File: config.mk
export PLATFORM = sky130hd
export DESIGN_NAME = alu_op_sequencer
export DESIGN_NICKNAME = d
export VERILOG_FILES = /design/src/rtl/alu_op_sequencer.sv
export SDC_FILE = /design/constraint.sdc
export NUM_CORES = 1
export LEC_CHECK = 0
export CAP_MARGIN = 25
export CORE_MARGIN = 5
export CORE_UTILIZATION = 50
export DETAILED_ROUTE_END_ITERATION = 12
export GPL_ROUTABILITY_DRIVEN = 0
export PLACE_DENSITY = 0.78
export REMOVE_ABC_BUFFERS = 1
export SLEW_MARGIN = 5
export SYNTH_ARGS = -nofsm -noshare
export SYNTH_HDL_FRONTEND = slang
export SYNTH_SLANG_ARGS = --single-unit
export TNS_END_PERCENT = 50
File: constraint.sdc
create_clock -name clk -period 2.92 [get_ports clk]
set_clock_uncertainty 0.2 [all_clocks]
set_input_delay 0.584 -clock clk [delete_from_list [all_inputs] [get_ports clk]]
set_output_delay 0.584 -clock clk [all_outputs]
set_load 0.03 [all_outputs]
File: src/rtl/alu_op_sequencer.sv
// alu_op_sequencer: drives a shared 32-bit ALU (ADD/SUB/AND/OR) one request
// at a time. ADD/SUB/AND/OR take a single ALU pass. MUL is a shift-and-add
// loop on the ALU ADD path that always runs MUL_BITS iterations.
module alu_op_sequencer #(
    parameter int MUL_BITS = 32
) (
    input  logic        clk,
    input  logic        rst,
    input  logic        req_valid,
    output logic        req_ready,
    input  logic [2:0]  req_op,
    input  logic [31:0] req_a,
    input  logic [31:0] req_b,
    output logic        rsp_valid,
    input  logic        rsp_ready,
    output logic [31:0] rsp_result,
    output logic [3:0]  rsp_flags,
    output logic        rsp_err,
    output logic [3:0]  cpsr_flags,
    output logic [31:0] alu_a,
    output logic [31:0] alu_b,
    output logic [1:0]  alu_func,
    input  logic [31:0] alu_out,
    input  logic        alu_c,
    input  logic        alu_z,
    input  logic        alu_n,
    input  logic        alu_v
);

    localparam int CW = $clog2(MUL_BITS + 1);
    localparam logic [CW-1:0] COUNT_LAST = CW'(MUL_BITS - 1);

    typedef enum logic [1:0] {
        IDLE = 2'd0,
        EXEC = 2'd1,
        MUL  = 2'd2,
        DONE = 2'd3
    } state_t;

    state_t state;
    state_t state_next;

    logic [1:0]    func;
    logic [31:0]   opa;
    logic [31:0]   opb;
    logic [31:0]   acc;
    logic [31:0]   mcand;
    logic [31:0]   mplier;
    logic [CW-1:0] count;

    logic          mul_last;
    logic [31:0]   acc_next;
    logic          op_legal;
    logic          op_mul;

    // MUL produces its own flags: the ALU carry/overflow of the partial sums
    // mean nothing for the product, so only N and Z are reported.
    function automatic logic [3:0] mul_flags(input logic [31:0] result);
        return {result[31], (result == 32'd0), 1'b0, 1'b0};
    endfunction

    assign mul_last = (count == COUNT_LAST);
    assign acc_next = mplier[0] ? alu_out : acc;
    assign op_legal = (req_op <= 3'd4);
    assign op_mul   = (req_op == 3'd4);

    // State register.
    always_ff @(posedge clk) begin
        if (rst) begin
            state <= IDLE;
        end else begin
            state <= state_next;
        end
    end

    // Next-state selection.
    always_comb begin
        state_next = state;
        unique case (state)
            IDLE: begin
                if (req_valid) begin
                    if (!op_legal) begin
                        state_next = DONE;
                    end else if (op_mul) begin
                        state_next = MUL;
                    end else begin
                        state_next = EXEC;
                    end
                end
            end
            EXEC: state_next = DONE;
            MUL: begin
                if (mul_last) begin
                    state_next = DONE;
                end
            end
            DONE: begin
                if (rsp_ready) begin
                    state_next = IDLE;
                end
            end
            default: state_next = IDLE;
        endcase
    end

    // Handshake and ALU drive derived from the current state.
    always_comb begin
        req_ready = 1'b0;
        rsp_valid = 1'b0;
        alu_a     = 32'd0;
        alu_b     = 32'd0;
        alu_func  = 2'b00;
        unique case (state)
            IDLE: req_ready = 1'b1;
            EXEC: begin
                alu_a    = opa;
                alu_b    = opb;
                alu_func = func;
            end
            MUL: begin
                alu_a    = acc;
                alu_b    = mcand;
                alu_func = 2'b00;
            end
            DONE: rsp_valid = 1'b1;
            default: ;
        endcase
    end

    // Operand latch, multiply loop, response capture and CPSR update.
    always_ff @(posedge clk) begin
        if (rst) begin
            func       <= 2'b00;
            opa        <= 32'd0;
            opb        <= 32'd0;
            acc        <= 32'd0;
            mcand      <= 32'd0;
            mplier     <= 32'd0;
            count      <= '0;
            rsp_result <= 32'd0;
            rsp_flags  <= 4'd0;
            rsp_err    <= 1'b0;
            cpsr_flags <= 4'd0;
        end else begin
            unique case (state)
                IDLE: begin
                    if (req_valid) begin
                        func <= req_op[1:0];
                        opa  <= req_a;
                        opb  <= req_b;
                        if (op_mul) begin
                            acc    <= 32'd0;
                            mcand  <= req_a;
                            mplier <= req_b;
                            count  <= '0;
                        end
                        if (!op_legal) begin
                            rsp_result <= 32'd0;
                            rsp_flags  <= 4'd0;
                            rsp_err    <= 1'b1;
                        end
                    end
                end
                EXEC: begin
                    rsp_result <= alu_out;
                    rsp_flags  <= {alu_n, alu_z, alu_c, alu_v};
                    rsp_err    <= 1'b0;
                end
                MUL: begin
                    acc    <= acc_next;
                    mcand  <= {mcand[30:0], 1'b0};
                    mplier <= {1'b0, mplier[31:1]};
                    count  <= count + CW'(1);
                    if (mul_last) begin
                        rsp_result <= acc_next;
                        rsp_flags  <= mul_flags(acc_next);
                        rsp_err    <= 1'b0;
                    end
                end
                DONE: begin
                    if (rsp_ready && !rsp_err) begin
                        cpsr_flags <= rsp_flags;
                    end
                end
                default: ;
            endcase
        end
    end

endmodule
**Yosys cells after proc, flatten, opt, wreduce, memory -nomap -nowiden**

Index checks and enable logic that the tools add are counted.

- Register bits after elaboration: 211
- Input port bits: 107
- Output and inout port bits: 109

- Add/sub/neg operators: 1
- $lt $le $gt $ge: 1
- Equality and inequality tests: 10
- Multiplexer cells: 36
- Reduce and logical (&&, ||, !) cells: 11

Operators by type and width:

| cell | count |
|---|---|
| $mux 32 | 10 |
| $pmux 32 s2 | 5 |
| $pmux 32 s3 | 1 |
| $logic_not 32->1 | 1 |
| $mux 2 | 6 |
| $mux 4 | 3 |
| $mux 6 | 2 |
| $pmux 4 s3 | 1 |
| $pmux 6 s2 | 1 |
| $ne 2x2->1 const B | 5 |
| $pmux 2 s4 | 1 |
| $add 6x1->6 const B | 1 |
| $eq 6x5->1 const B | 1 |
| $reduce_and 3->1 | 2 |
| $mux 1 | 5 |
| $eq 2x2->1 const B | 2 |
| $reduce_and 2->1 | 2 |
| $reduce_and 4->1 | 1 |
| $eq 3x3->1 const B | 1 |
| $le 3x3->1 const B | 1 |
| $pmux 1 s3 | 1 |
| $reduce_bool 3->1 | 1 |
| $eq 2x1->1 const B | 1 |
| $logic_not 2->1 | 1 |
| other kinds (3) | 3 |

**Logic depth before layout (Yosys ltp)**

Gate-level depths: netlist of run 1.

- Depth after elaboration: 5
- Mapped depth: 10
- Depth with buffers taken out: 7

**Worst setup path after synthesis of run 1**

Ideal clock, no wire load.

- Path kind: flip-flop to output port
- From: register state[0]
- To: output alu_b[21]
- Arrival: 2,021 ps
- Required time: 2,136 ps
- Slack: 115 ps
- Stages on the path, launching flop included: 8
- Buffers on the path: 3
- Path through: dfxtp_1 > inv_1 > ha_1 > and2_1 > clkbuf_1 > clkbuf_1 > buf_1 > a22o_1

- Longest elaborated chain between the ends: 2

Ends and longest elaborated chain:

| what | RTL line | source |
|---|---|---|
| start: declaration | 40 | `state_t state;` |
| start signal: assignment | 72 | `state <= state_next;` |
| $eq 2x2->1 / $eq 2x1->1 (equally long branches) | 113 | `unique case (state)` |
| $pmux 32 s2 (*) | 113 |  |
| end: declaration | 21 | `output logic [31:0] alu_b,` |

Every way passes the cells marked *; elsewhere a longest branch is shown, timed or not.

**Worst setup path in the final report of run 1**

- From: register state[0]
- To: output alu_a[17]

- Longest elaborated chain between the ends: 2

Ends and longest elaborated chain:

| what | RTL line | source |
|---|---|---|
| $eq 2x2->1 / $eq 2x1->1 (equally long branches) | 113 |  |
| $pmux 32 s2 (*) | 113 |  |
| end: declaration | 20 | `output logic [31:0] alu_a,` |

Marked as above.

==> metrics.csv, run 1 <==
metric,value,unit
final core occ,68.3,%
via/cell ratio,5.69,
main flop type after synthesis,dfxtp_1,
outcome,completed,
mapped cell area,9030,um2
Tot GR Track Use,24.9,%
R2R depth,6,
htree depth,1,
GRT Residual Overflow,0,
DP Worst Slack,0.171,ns
RSZ-0062 raised after global routing,true,
clock buffer depth,3,
Synth Instances,1087,
final hold slack,0.253,ns
CTS root buf,clkbuf_16,
ys async rst share,0,%
"Critical Path, Cell by Cell","inv_2, ha_4, and2_4, bufbuf_16, a22o_1, buf_12",
period utilisation layout,99.8,%
"Slew Viols, Final",0,
dpl cells,1456,
Worst Path Max Fanout,17,
initial core utilization,50.5,%
# fillers,1522,
Worst Max-Slew Pin Slew,0.531,ns
Yosys warnings,0,
min-delay worst type,flip-flop to flip-flop,
setup TNS,0,ns
number of synthesized flops with an enable pin,0,
pwr dens,922,nW/um2
Hold Path Depth,2,
area grow syn2layout,35.3,%
"Clk Latency, worst-skew pair",0.50,ns
CTS tree,done,
PortBufs,215,
Final ANT Viol Nets,0,
routed len/inst,18.1,um
fraction of layout cells with a size suffix above 1,11.5,%
first-pass iteration count of the detailed router,5,
CP Launch Type,flip-flop,
vias post-DR,8526,
LEAKAGE,4.46,nW
most frequent cells in the layout,"nand2_1, dfxtp_1, clkdlybuf4s50_1, a21oi_1, a22o_1",
Unique masters post-synth,43,
Cell Rows,49,
pin count of the biggest net entering global routing,67,
slowest CP cell,dfxtp_4,
# nets final,1368,
"Seq/Total Area, Yosys",46.8,%
Residual DRC,0,
global-route wire length before repair,42400,um
core area,17900,um2
RR Endpoint,rsp_result[1]$_SDFFE_PP0P_,
MaxCap Viol Count,0,
Die Ht,144,um
Die Span X,144,um
Seq cells post-synth,211,
"Worst Setup Slack, final",0.00487,ns
Worst Min Path Start,opa[10]$_SDFFE_PP0P_,
R2R Setup Slk,0.44,ns
Max-slew headroom,64.2,%
reg2reg start,count[0]$_SDFFE_PP0P_,
DIE AREA,20900,um2
1st-iter DRT viols,651,
Hold Path Sink,opa[10]$_SDFFE_PP0P_,
io pins,216,
non-filler instance count after layout,1499,
"Reg clk slew, reported paths",0.06,ns
VDD IR max,0.000723,V
number of global-route vias before repair,8088,
arrival time worst endpoint,2.13,ns
initial antenna violation count,0,
clk sinks,211,
min cycle time layout,2.92,ns
final wirelength,27100,um
crit end category,output pin,
detailed placement HPWL,18500,um
crit-path max cell delay,0.38,ns
CTS buffer count,23,
setup violators final,0,
Avg Inst Size Synth,8.31,um2
Max Clk Rate,343,MHz
"commonest non-fill, non-tap cell in the layout",nand2_1,
hold violation count in the final report,0,
data required time of the worst path,2.14,ns
diode count,0,
Crit Path Category,flip-flop to output pin,
hold buffers post-CTS,0,
-- where the power goes --
part / total [mW] / switching (mW) / internal, mW
clock network: 2.97 / 1.15 / 1.82
registers: 3.90 / 0.382 / 3.52
logic: 4.40 / 2.65 / 1.75
total: 11.3 / 4.19 / 7.09
-- state kept, by name (all words and copies together) (netlist names) --
register,flops
acc,32
mcand,32
mplier,32
opa,32
opb,32
rsp_result,32
count,6
cpsr_flags,4
rsp_flags,4
func,2
state,2
rsp_err,1
-- final cells by class --
class                           instances  area [um2]  share of cell area, %
Multi-Input combinational cell        776        4440                   36.4
Timing Repair Buffer                  239        2470                   20.2
Tap cell                              229         287                   2.34
Clock inverter                          9         130                   1.06
Sequential cell                       211        4230                   34.6
Clock buffer                           32         649                   5.31
Inverter                                3        11.3                 0.0921
-- synthesized netlist by cell type, types with 2 or more instances --
master	instances	area, um2
nand2_1	279	1050
dfxtp_1	211	4220
a21oi_1	103	515
a22o_1	96	841
nor2_1	79	297
clkbuf_1	63	236
a211oi_1	37	278
mux2i_1	37	370
o21ai_0	32	160
a311oi_1	24	210
buf_2	22	110
nor3_1	15	75.1
nor4_1	12	75.1
nand3_1	9	45.0
a221oi_1	8	70.1
buf_1	8	30.0
ha_1	7	87.6
and2_1	5	31.3
nand2b_1	4	25.0
buf_6	3	33.8
inv_1	3	11.3
nand4_1	3	18.8
nor2b_1	3	18.8
xor2_1	3	26.3
a22oi_1	2	15.0
and3_1	2	12.5
-- how the worst max path moves through the flow --
stage | slack, ns | start | endpoint | cells past startpoint
6_report | 0.005 | state[0]$_SDFFE_PP0P_ | alu_a[17] | 6
5_1_grt | -0.06 | state[0]$_SDFFE_PP0P_ | alu_a[17] | 6
4_1_cts | 0.01 | state[0]$_SDFFE_PP0P_ | alu_a[17] | 6
3_5_place_dp | 0.17 | req_op[2] | mplier[5]$_SDFFE_PP0P_ | 7
3_3_place_gp | 0.23 | req_op[2] | acc[24]$_SDFFE_PP0P_ | 7
2_1_floorplan | -3.04 | state[0]$_SDFFE_PP0P_ | acc[0]$_SDFFE_PP0P_ | 6
-- timing repair --
action | CTS | global route
gates cloned | 1 | 0
setup endpoints to repair | 65 | 33
pin swaps | 0 | 6
gates resized for setup | 12 | 7
buffers inserted | 1 | 0
-- cells by family after synthesis --
| family | Yosys count | share of synthesized area (%) |
|---|---|---|
| AND/OR/NAND/NOR | 420 | 19.2 |
| AO/OA/AOI/OAI | 308 | 23.8 |
| flip-flops | 211 | 46.8 |
| buffers and inverters | 100 | 4.75 |
| multiplexers | 38 | 4.23 |
| adder cells (fa/ha/maj) | 7 | 0.970 |
| XOR/XNOR | 3 | 0.291 |
-- critical path, delay by kind of cell, from the launching register on --
| kind | cells | cell delay, ns |
|---|---|---|
| buf+inv | 3 | 0.53 |
| flops | 1 | 0.38 |
| simple gates | 1 | 0.23 |
| compound gates | 1 | 0.18 |
| fa+ha+maj | 1 | 0.30 |
-- metrics by stage --
| stage | power, mW | area [um2] |
|---|---|---|
| 4_1_cts | 11.3 | 12200 |
| 2_1_floorplan | 6.57 | 8610 |
| 3_5_place_dp | 8.23 | 11300 |
| 5_1_grt | 11.9 | 12200 |
| 6_report | 11.3 | 12200 |
| 3_3_place_gp | 8.12 | 11300 |
-- layer usage --
layer,share of wire [%],GRT usage (%),vias to the layer above
met5,0,0,-
met4,3.2,8.30,0
met3,5.9,3.27,54
met2,48,41.6,269
met1,43,33.3,4034
li1,-,-,4169
(Power assumes the default switching activity.)
==> inputs of run 2 (changes only) <==
- CORE_MARGIN: 5 -> 3
==> run 2 against run 1 <==
Worst setup slack improved by 0.050 ns. Via count increased by 1.5%. Sequential power about the same. Power decreased by 2.1%. Sequential cell count unchanged. Wire length increased by 1.2%. Worst hold slack about the same. Clock power decreased by 9.8%. Utilization increased by 1.2 points. Final area decreased by 0.67%.
==> metrics.csv, run 2 (synthesis gave the netlist of run 1 again) <==
metric,value,unit,change
slowest CP cell,dfxtp_2,,
io pins,216,,unchanged
initial core utilization,51.7,%,+1.2 points
crit-path max cell delay,0.39,ns,about the same
CP top delay family,buffers and inverters,,
post-route cell area,12100,um2,-0.67%
LEAKAGE,4.42,nW,-0.98%
Worst Min Path Start,opb[8]$_SDFFE_PP0P_,,
min-delay worst type,flip-flop to flip-flop,,
pin count of the biggest net entering global routing,89,,+33%
Final ANT Viol Nets,0,,unchanged
area grow syn2layout,34.4,%,
"Reg clk slew, reported paths",0.06,ns,about the same
Worst Path Buf+Inv,3,,unchanged
hold violation count in the final report,0,,unchanged
reg2reg start,state[0]$_SDFFE_PP0P_,,
clock buffer depth,3,,unchanged
crit path launch,state[1]$_SDFFE_PP0P_,,
Die Span X,140,um,-2.8%
routed len/inst,18.4,um,+1.6%
CTS root buf,clkbuf_16,,
Die Ht,140,um,-2.8%
Tot GR Track Use,26.0,%,+1.1 points
dpl cells,1449,,-0.48%
fraction of layout cells with a size suffix above 1,10.9,%,-0.60 points
CTS tree,done,,
setup violators final,0,,unchanged
Cell Rows,48,,-2.0%
# fillers,1404,,-7.8%
"Slew Viols, Final",0,,unchanged
period utilisation layout,98.1,%,-1.7 points
crit end category,output pin,,
Crit Path Category,flip-flop to output pin,,
detailed placement HPWL,17800,um,-3.7%
Residual DRC,0,,unchanged
core area,17500,um2,-2.4%
Tot Pwr,11.0,mW,-2.1%
vias post-DR,8656,,+1.5%
MaxCap Viol Count,0,,unchanged
via/cell ratio,5.80,,+2.0%
"commonest non-fill, non-tap cell in the layout",nand2_1,,
CP Launch Type,flip-flop,,
most frequent cells in the layout,"nand2_1, dfxtp_1, clkdlybuf4s50_1, a21oi_1, a22o_1",,
1st-iter DRT viols,618,,-5.1%
# nets final,1367,,-0.073%
post-placement cell area,11300,um2,-0.24%
Worst Path Max Fanout,17,,unchanged
diode count,0,,unchanged
Max Clk Rate,349,MHz,+1.7%
DP Worst Slack,0.152,ns,-0.0185 ns
GRT Residual Overflow,0,,unchanged
htree depth,1,,unchanged
R2R Setup Slk,0.32,ns,-0.12 ns
"Clk Latency, worst-skew pair",0.50,ns,about the same
global-route wire length before repair,42500,um,+0.36%
final wirelength,27400,um,+1.2%
Max-slew headroom,48.4,%,-16 points
Worst Max-Slew Pin Slew,0.774,ns,+0.244 ns
non-filler instance count after layout,1492,,-0.47%
data required time of the worst path,2.14,ns,about the same
"Worst Setup Slack, final",0.0548,ns,+0.0499 ns
arrival time worst endpoint,2.08,ns,-0.05 ns
clk sinks,211,,unchanged
pwr dens,909,nW/um2,-1.4%
VDD IR max,0.000559,V,-23%
DIE AREA,19700,um2,-5.5%
number of global-route vias before repair,8000,,-1.1%
first-pass iteration count of the detailed router,5,,unchanged
"Critical Path, Cell by Cell","inv_2, ha_4, and2_4, buf_12, a22o_1, buf_4",,
min cycle time layout,2.87,ns,-0.0499 ns
PortBufs,215,,unchanged
RSZ-0062 raised after global routing,false,,
CTS buffer count,22,,-4.3%
outcome,completed,,
initial antenna violation count,0,,unchanged
[run 2: path summary, 6_finish.rpt]
| path | endpoint | depth (start not counted) |
|---|---|---|
| max | alu_b[16] | 6 |
| min | opb[8]$_SDFFE_PP0P_ | 2 |
| max reg2reg | rsp_result[0]$_SDFFE_PP0P_ | 7 |
| min reg2reg | opb[8]$_SDFFE_PP0P_ | 2 |
[run 2: what timing repair did]
item                       CTS  global route
resized for setup           10             2
setup endpoints to repair   65            52
hold buffers                 0             0
hold endpoints to repair     0             0
buffers inserted             0             1
gates cloned                 0             4
[run 2: worst reg2reg max path, delay by kind of cell (launching register included)]
family,cells,cell delay [ns]
adder cells (fa/ha/maj),1,0.16
flip-flops,1,0.37
AND/OR/NAND/NOR,2,0.58
AO/OA/AOI/OAI,2,0.80
buffers and inverters,2,0.35
[run 2: final cells by class]
cell class	count	area (um2)	share of cell area, %
Multi-Input combinational cell	776	4440	36.5
Sequential cell	211	4230	34.8
Timing Repair Buffer	239	2500	20.6
Clock buffer	34	637	5.25
Tap cell	225	282	2.32
Clock inverter	4	45.0	0.371
Inverter	3	11.3	0.0927
[run 2: through the flow]
stage | setup TNS [ns] | util [%] | hold slack (ns)
after global placement | 0 | 64.7 | 0.240
final | 0 | 69.5 | 0.253
after floorplan | -403.35 | - | 0.226
after detailed placement | 0 | 64.7 | 0.246
after CTS | 0 | 68.9 | 0.255
after global routing | 0 | 69.5 | 0.271
[run 2: where the power goes]
group	total, mW	internal (mW)	switching [mW]
Clock	2.68	1.58	1.10
Combinational	4.46	1.76	2.70
Sequential	3.90	3.51	0.387
Total	11.0	6.86	4.18
[run 2: per-layer routing]
metal	vias up	track usage, %	routed length, um
li1	4170	-	-
met1	4044	36.9	11900
met4	0	8.77	954
met5	-	0	0
met3	62	3.24	1990
met2	380	41.0	12500
==> inputs of run 3 (changes only) <==
- CORE_MARGIN: 3 -> 2
==> run 3 against run 2 <==
Count of clock-buffer cells in the layout decreased by 4. Worst setup slack got worse by 0.0045 ns. Register-to-register slack improved by 0.19 ns. Wire length decreased by 4.1%. Maximum frequency decreased by 0.16%. Die area decreased by 2.8%. Final area decreased by 0.33%. Critical path type unchanged. Critical endpoint is now alu_a[19]. Highest routed layer unchanged.
==> metrics.csv, run 3 (synthesis gave the netlist of run 1 again) <==
metric,value,unit,change
Hold Path Depth,2,,unchanged
io pins,216,,unchanged
# nets final,1369,,+0.15%
initial antenna violation count,0,,unchanged
VDD IR max,0.000578,V,+3.4%
diode count,0,,unchanged
clock buffer depth,3,,unchanged
dpl cells,1458,,+0.62%
first-pass iteration count of the detailed router,6,,+1
Post-CTS Setup Bufs,0,,unchanged
routed len/inst,17.5,um,-4.6%
hold buffers post-CTS,0,,unchanged
LEAKAGE,4.41,nW,-0.22%
Max Clk Rate,348,MHz,-0.16%
Tot GR Track Use,26.1,%,+0.11 points
Cell Rows,49,,+2.1%
via/cell ratio,5.70,,-1.7%
Die Span X,138,um,-1.4%
area grow syn2layout,34.0,%,
data required time of the worst path,2.14,ns,about the same
core area,17800,um2,+2.1%
"Clk Latency, worst-skew pair",0.50,ns,about the same
hold violation count in the final report,0,,unchanged
Die Ht,138,um,-1.4%
Tot Pwr,11.0,mW,about the same
arrival time worst endpoint,2.09,ns,about the same
crit end category,output pin,,
final wirelength,26300,um,-4.1%
CP top delay family,buffers and inverters,,
"Reg clk slew, reported paths",0.06,ns,about the same
DIE AREA,19200,um2,-2.8%
period utilisation layout,98.3,%,+0.16 points
CTS buffer count,22,,unchanged
number of global-route vias before repair,7825,,-2.2%
clk sinks,211,,unchanged
"commonest non-fill, non-tap cell in the layout",nand2_1,,
outcome,completed,,
min cycle time layout,2.87,ns,+0.00453 ns
crit-path max cell delay,0.38,ns,about the same
most frequent cells in the layout,"nand2_1, dfxtp_1, clkdlybuf4s50_1, a21oi_1, a22o_1",,
slowest CP cell,dfxtp_2,,
1st-iter DRT viols,505,,-18%
htree depth,1,,unchanged
setup violators final,0,,unchanged
min-delay worst type,flip-flop to flip-flop,,
RSZ-0062 raised after global routing,false,,
CTS tree,done,,
pwr dens,912,nW/um2,+0.29%
global-route wire length before repair,41900,um,-1.5%
Worst Max-Slew Pin Slew,0.545,ns,-0.229 ns
fraction of layout cells with a size suffix above 1,11.6,%,+0.68 points
"Critical Path, Cell by Cell","inv_2, ha_4, and2_2, buf_12, a22o_1, buf_4",,
CP Launch Type,flip-flop,,
PortBufs,215,,unchanged
initial core utilization,50.6,%,-1.1 points
MaxCap Viol Count,0,,unchanged
CP Depth,6,,unchanged
GRT Residual Overflow,0,,unchanged
vias post-DR,8547,,-1.3%
non-filler instance count after layout,1499,,+0.47%
Worst Path Buf+Inv,3,,unchanged
Worst Path Max Fanout,37,,+20
Crit Path Category,flip-flop to output pin,,
R2R depth,6,,-1
CTS root buf,clkbuf_16,,
Max-slew headroom,63.3,%,+15 points
Final ANT Viol Nets,0,,unchanged
Residual DRC,0,,unchanged
"Slew Viols, Final",0,,unchanged
pin count of the biggest net entering global routing,82,,-7.9%
detailed placement HPWL,17500,um,-1.4%
run 3: cell types whose count changed in the layout (fill, tap and decap cells not counted), moves of 3 or more:
cell and change:
buf_4 +8, clkbuf_1 -6, buf_12 -5, clkbuf_16 -3
clkbuf_8 +3, clkinvlp_4 +3
run 3: routing by layer:
metal / vias up / share of wire, % / wire [um] / track usage [%]
met2: 315 / 47 / 12200 / 41.7
met3: 62 / 6.6 / 1730 / 3.60
li1: 4176 / - / - / -
met5: - / 0 / 0 / 0
met4: 0 / 3.0 / 780 / 8.49
met1: 3994 / 44 / 11500 / 36.7
run 3: final timing paths:
check / slack (ns) / endpoint / start
min: 0.25 / opa[19]$_SDFFE_PP0P_ / opa[19]$_SDFFE_PP0P_
max: 0.05 / alu_a[19] / state[0]$_SDFFE_PP0P_
min reg2reg: 0.25 / opa[19]$_SDFFE_PP0P_ / opa[19]$_SDFFE_PP0P_
max reg2reg: 0.51 / rsp_result[7]$_SDFFE_PP0P_ / count[0]$_SDFFE_PP0P_
run 3: what timing repair did:
action                                  in CTS  in global routing
resized for setup                            6                  4
endpoints found under the setup margin      65                 50
endpoints found under the hold margin        0                  0
gates cloned                                 0                  2
run 3: area by class of cell:
type,instances,area (um2)
tap,229,287
sequential,211,4230
timing repair buffer,241,2430
fill,1472,5740
multi-input combinational,776,4430
clock buffer,30,631
inverter,3,11.3
clock inverter,9,88.8
run 3: where the power goes:
part / switching, mW / internal (mW)
Combinational: 2.64 / 1.74
Clock: 1.16 / 1.61
Sequential: 0.376 / 3.51
Total: 4.17 / 6.86
run 3: through the flow:
stage,worst slack [ns],utilization (%),TNS [ns],cell area [um2],hold slack [ns]
after global placement,0.223,63.4,0,11300,0.241
after detailed placement,0.172,63.4,0,11300,0.247
final,0.0502,67.8,0,12100,0.254
after CTS,0.00891,67.5,0,12000,0.255
after floorplan,-3.04,-,-403.35,8610,0.226
after global routing,0.0111,67.8,0,12100,0.266
run 3: worst reg2reg max path: stages, from the launching register on:
cell and delay, ns:
dfxtp_1 0.37, ha_1 0.18, nand3_1 0.12, o21ai_0 0.48
nand3_1 0.47, a221oi_1 0.39, nor3_1 0.08
